### src/rtl/i2c_rx_ctrl.sv
// -----------------------------------------------------------------------------
// i2c_rx_ctrl
//
// Receive-side control FSM for a write-only I2C slave. The block sits behind
// an SCL edge detector and START/STOP detector. It shifts in the address
// byte, ACKs it when the address matches, and then receives data bytes
// MSB first, ACKing each one. It works only on one-cycle event pulses and the
// synchronized SDA level, so it runs entirely in the system clock domain.
//
// Parameters
//   SLAVE_ADDR          7-bit address acknowledged by this slave (default 7'h71)
//
// Optional feature
//   I2C_GEN_CALL_EN     when defined, the general-call address byte 8'h00 is
//                       also matched and ACKed. When undefined, 8'h00 is NACKed.
//
// Ports
//   clk                 system clock, all logic on the rising edge
//   rst                 synchronous active-high reset
//   rising_edge_found   one-cycle pulse per SCL rising edge (SDA sample point)
//   falling_edge_found  one-cycle pulse per SCL falling edge (SDA change point)
//   start_found         one-cycle pulse on START or repeated START
//   stop_found          one-cycle pulse on STOP
//   sda_in              synchronized SDA level
//   ack_drive           1 = pull SDA low to ACK, 0 = release
//   rx_data[7:0]        last complete data byte
//   byte_received       one-cycle pulse when rx_data updates
//   addr_match          one-cycle pulse when the address byte matches
//   busy                high in every state except IDLE
// -----------------------------------------------------------------------------
module i2c_rx_ctrl #(
    parameter logic [6:0] SLAVE_ADDR = 7'h71
) (
    input  logic       clk,
    input  logic       rst,
    input  logic       rising_edge_found,
    input  logic       falling_edge_found,
    input  logic       start_found,
    input  logic       stop_found,
    input  logic       sda_in,
    output logic       ack_drive,
    output logic [7:0] rx_data,
    output logic       byte_received,
    output logic       addr_match,
    output logic       busy
);

    typedef enum logic [2:0] {
        IDLE      = 3'd0,
        ADDR      = 3'd1,
        ADDR_ACK  = 3'd2,
        DATA      = 3'd3,
        DATA_ACK  = 3'd4,
        WAIT_STOP = 3'd5
    } state_t;

    state_t      state_q,         state_d;
    logic [3:0]  bit_cnt_q,       bit_cnt_d;
    logic [7:0]  shift_q,         shift_d;
    logic [7:0]  rx_data_q,       rx_data_d;
    logic        ack_q,           ack_d;
    logic        byte_rx_q,       byte_rx_d;
    logic        addr_match_q,    addr_match_d;

    // Event qualification. A falling pulse coincident with a rising pulse is
    // dropped so a single cycle can never both sample and advance past a bit.
    logic        rise_evt;
    logic        fall_evt;
    logic        byte_full;
    logic [7:0]  shift_in;

    assign rise_evt  = rising_edge_found;
    assign fall_evt  = falling_edge_found & ~rising_edge_found;
    assign byte_full = (bit_cnt_q == 4'd8);
    assign shift_in  = {shift_q[6:0], sda_in};

    // Address decode for a complete address byte. Only write requests match.
    function automatic logic addr_hit(input logic [7:0] addr_byte);
        logic hit;
        hit = (addr_byte[7:1] == SLAVE_ADDR) && (addr_byte[0] == 1'b0);
`ifdef I2C_GEN_CALL_EN
        hit = hit || (addr_byte == 8'h00);
`else
        hit = hit;
`endif
        return hit;
    endfunction

    // -------------------------------------------------------------------------
    // State and datapath registers
    // -------------------------------------------------------------------------
    always_ff @(posedge clk) begin
        if (rst) begin
            state_q      <= IDLE;
            bit_cnt_q    <= 4'd0;
            shift_q      <= 8'h00;
            rx_data_q    <= 8'h00;
            ack_q        <= 1'b0;
            byte_rx_q    <= 1'b0;
            addr_match_q <= 1'b0;
        end else begin
            state_q      <= state_d;
            bit_cnt_q    <= bit_cnt_d;
            shift_q      <= shift_d;
            rx_data_q    <= rx_data_d;
            ack_q        <= ack_d;
            byte_rx_q    <= byte_rx_d;
            addr_match_q <= addr_match_d;
        end
    end

    // -------------------------------------------------------------------------
    // Next-state and output logic
    // -------------------------------------------------------------------------
    always_comb begin
        state_d      = state_q;
        bit_cnt_d    = bit_cnt_q;
        shift_d      = shift_q;
        rx_data_d    = rx_data_q;
        ack_d        = ack_q;
        byte_rx_d    = 1'b0;
        addr_match_d = 1'b0;

        if (start_found) begin
            // START (or repeated START) restarts address reception from any
            // state and takes priority over a simultaneous STOP.
            state_d   = ADDR;
            bit_cnt_d = 4'd0;
            shift_d   = 8'h00;
            ack_d     = 1'b0;
        end else if (stop_found) begin
            state_d   = IDLE;
            bit_cnt_d = 4'd0;
            ack_d     = 1'b0;
        end else begin
            unique case (state_q)
                IDLE: begin
                    ack_d = 1'b0;
                end

                ADDR: begin
                    if (rise_evt && !byte_full) begin
                        shift_d   = shift_in;
                        bit_cnt_d = bit_cnt_q + 4'd1;
                        // Decode on the incoming byte so the pulse lands in
                        // the cycle right after the 8th sample.
                        if (bit_cnt_q == 4'd7) begin
                            addr_match_d = addr_hit(shift_in);
                        end
                    end else if (fall_evt && byte_full) begin
                        if (addr_hit(shift_q)) begin
                            state_d = ADDR_ACK;
                            ack_d   = 1'b1;
                        end else begin
                            state_d = WAIT_STOP;
                            ack_d   = 1'b0;
                        end
                    end
                end

                ADDR_ACK, DATA_ACK: begin
                    // The ACK-bit rising edge is deliberately not sampled; SDA
                    // is being driven by this block during that bit.
                    if (fall_evt) begin
                        state_d   = DATA;
                        bit_cnt_d = 4'd0;
                        ack_d     = 1'b0;
                    end
                end

                DATA: begin
                    if (rise_evt && !byte_full) begin
                        shift_d   = shift_in;
                        bit_cnt_d = bit_cnt_q + 4'd1;
                        // rx_data only changes on a completed byte, so a byte
                        // cut short by START/STOP never disturbs it.
                        if (bit_cnt_q == 4'd7) begin
                            rx_data_d = shift_in;
                            byte_rx_d = 1'b1;
                        end
                    end else if (fall_evt && byte_full) begin
                        state_d = DATA_ACK;
                        ack_d   = 1'b1;
                    end
                end

                WAIT_STOP: begin
                    ack_d = 1'b0;
                end

                default: begin
                    state_d   = IDLE;
                    bit_cnt_d = 4'd0;
                    ack_d     = 1'b0;
                end
            endcase
        end
    end

    assign ack_drive     = ack_q;
    assign rx_data       = rx_data_q;
    assign byte_received = byte_rx_q;
    assign addr_match    = addr_match_q;
    assign busy          = (state_q != IDLE);

endmodule

### config.mk
export PLATFORM = sky130hd
export DESIGN_NAME = i2c_rx_ctrl
export DESIGN_NICKNAME = d
export VERILOG_FILES = /design/src/rtl/i2c_rx_ctrl.sv
export SDC_FILE = /design/constraint.sdc
export NUM_CORES = 1
export LEC_CHECK = 0
export CAP_MARGIN = 15
export CORE_ASPECT_RATIO = 0.7
export CORE_MARGIN = 2
export CORE_UTILIZATION = 25
export DETAILED_ROUTE_END_ITERATION = 8
export GPL_TIMING_DRIVEN = 0
export HOLD_SLACK_MARGIN = 0.06
export PLACE_DENSITY = 0.52
export SLEW_MARGIN = 20
export SYNTH_ARGS = -nofsm -noshare
export SYNTH_HDL_FRONTEND = slang
export SYNTH_SLANG_ARGS = --single-unit
### constraint.sdc
create_clock -name clk -period 3.4 [get_ports clk]
set_clock_uncertainty 0.05 [all_clocks]
set_input_delay 0.51 -clock clk [delete_from_list [all_inputs] [get_ports clk]]
set_output_delay 0.51 -clock clk [all_outputs]
set_load 0.005 [all_outputs]
==> flow_metrics.py <==
metrics = {
    "synth": {
        "ys_warn_count": 0,
        "synth-seq-area-share_pct": 40.9,
        "syn_inst": 130,
        "synth_ff_type": "dfxtp_1",
        "ys_seq_elements": 26,
        "syn_avg_cell_area_um2": 9.78,
        "syn_nets": 139,
        "yosysUniqueCellTypes": 43,
        "synth_edf_count": 0,
        "netlist_area_mm2": 0.00127,
        "synthArstFlopShare_pct": 0,
    },
    "global_route": {
        "grt_usage_pct": 9.59,
        "grt_start_max_net_pins": 16,
        "grt_pass1_vias": 910,
        "grt_pass1_wl_um": 4260,
        "grt.overflow.total": 0,
        "antenna_found_initial": 0,
    },
    "setup_path": {
        "critPathKind": "flop to output pin",
        "path_buf_inv": 2,
        "required_ns": 2.84,
        "cpLargestDelayFamily": "buffers and inverters",
        "path_cells": "buf_2 -> or3_1 -> clkdlybuf4s50_1",
        "critPathMaxFanout": 10,
        "critPathLaunchType": "flop",
        "end_kind": "output pin",
        "worstPathArrival_ns": 1.62,
        "slowest_delay_ns": 0.46,
        "slowest_stage": "clkdlybuf4s50_1",
    },
    "die": {
        "die_y_um": 63.7,
        "rows": 21,
        "initial_core_util_pct": 26.3,
        "core-area_mm2": 0.00483,
        "num_io_pins": 19,
        "dieWidth_um": 89.2,
        "dieArea_mm2": 0.00568,
    },
    "clock_tree": {
        "numCtsBuffers": 3,
        "cts_tree": "done",
        "cts_root_buf": "clkbuf_8",
        "clockBufferDepth": 2,
        "htreeDepth": 1,
        "post_cts.repair.setup_buffers": 0,
        "path_clk_slew_ns": 0.09,
        "clock-sinks": 26,
        "cts_resized": 0,
        "clk_latency_ns": 0.27,
        "ctsHoldBuffers": 0,
    },
    "timing": {
        "timing.slew.headroom_pct": 57.9,
        "setup_viol": 0,
        "fmax_ghz": 0.459,
        "period_minus_slack_ns": 2.18,
        "grt_setup_unrepaired": "no",
        "maxSlewViolCount": 0,
        "final.period_utilization_pct": 64.1,
        "worst_slew_pin_slew_ns": 0.626,
        "hold_viol_final": 0,
        "fin_setup_tns_ns": 0,
    },
    "power": {
        "p_per_area_mw_per_mm2": 374,
        "p_leak_uw": 0.000576,
        "ir_drop_mv": 0.184,
    },
    "final_layout": {
        "antenna_cells": 0,
        "drive_gt1_share_pct": 12.5,
        "fin_util_pct": 33.3,
        "layout_common_cells": "26 x dfxtp_1, 22 x nor2_1, 18 x clkdlybuf4s50_1",
        "final_common_cell": "dfxtp_1",
        "final_nets": 162,
        "syn_to_final_growth_pct": 26.6,
    },
    "place": {
        "portBuffers": 18,
        "place.gp.congestion": 0.744,
        "dp_hpwl_um": 1960,
    },
    "worst_hold_path": {
        "hp-class": "flop to flop",
    },
    "detailed_routing": {
        "vias_per_cell": 4.49,
        "post-route-drc-count": 0,
        "via_count": 992,
        "totalWireLength_um": 2600,
        "drt-initial-drc-count": 40,
        "wl_per_cell_um": 11.7,
        "drtAntennaViolNets": 0,
        "dr.pass1.iters": 4,
    },
    "flow_run": {
        "cap_viol_max_count": 0,
    },
    "outcome": {
        "status": "complete, no violations",
    },
}
where the power goes:
part	switching, uW	internal, uW	leakage [uW]
Combinational	20.2	19.9	0.000330
Sequential	1.07	306	0.000210
Clock	97.5	158	0.0000357
routing by layer:
layer | vias up | track usage [%] | part of all wire, %
met5 | - | 0 | 0
met2 | 17 | 13.9 | 44
met1 | 457 | 13.4 | 52
li1 | 513 | - | -
met4 | 0 | 4.66 | 1.4
met3 | 5 | 1.97 | 2.9
sequential cells by signal, summed over array words and instances, names as in the netlist:
register,flops
rx_data,8
shift_q,8
bit_cnt_q,4
state_q,3
ack_drive,1
addr_match,1
byte_received,1
per-stage QoR:
stage / total power, uW / worst slack, ns / instance area (um2) / hold WS [ns] / std cells
finish: 602 / 1.22 / 1610 / 0.453 / 221
global route: 627 / 1.13 / 1610 / 0.492 / 221
CTS: 612 / 1.20 / 1610 / 0.464 / 221
detailed placement: 354 / 1.27 / 1540 / 0.439 / 217
global placement: 353 / 1.34 / 1540 / 0.423 / 217
floorplan: 337 / 1.94 / 1270 / 0.410 / 130
worst reg2reg max path: cells and delay by family, from the launching register on:
family | cells | cell delay [ns]
buffers and inverters | 2 | 0.22
adder cells (fa/ha/maj) | 1 | 0.22
flip-flops | 1 | 0.38
AND/OR/NAND/NOR | 3 | 0.40
multiplexers | 1 | 0.20
Yosys cell counts, types with 2 or more instances:
cell type	instances	area [um2]
buf_6	2	22.5
inv_1	3	11.3
nor3_1	2	10.0
xor2_1	2	17.5
nor3_2	2	20.0
mux2i_1	16	160
dfxtp_1	26	521
clkbuf_1	2	7.51
and3b_1	2	17.5
nand2_1	2	7.51
nand2b_1	2	12.5
nand4_1	2	12.5
o21ai_0	2	10.0
nand4bb_1	2	22.5
nor2_1	22	82.6
ha_1	2	25.0
a21oi_1	3	15.0
buf_4	3	22.5
nand3_1	6	30.0
o31a_1	2	17.5
or3_1	3	18.8
cell families after synthesis:
kind of cell,share of synthesized area (%)
AOI/OAI and AO/OA,7.78
xor gates and xnor gates,2.07
adders and majority gates,1.97
buffers and inverters,5.71
DFF,40.9
muxes,12.6
and+or+nand+nor,28.9
area by class of cell:
class,count,area [um2]
tap,69,86.3
fill,507,3230
clock inverter,1,30.0
timing repair buffer,18,180
sequential,26,520
inverter,3,11.3
clock buffer,3,41.3
buffer,9,61.3
multi-input combinational,92,678
worst paths after layout:
path                      from         end  cells past startpoint  slack, ns
setup / recovery    state_q[0]        busy                      3       1.22
hold / removal      rx_data[5]  rx_data[5]                      2       0.45
setup reg to reg  bit_cnt_q[0]  shift_q[1]                      7       1.82
hold reg to reg     rx_data[5]  rx_data[5]                      2       0.45
Note: power is estimated with default switching activity, not from simulation.
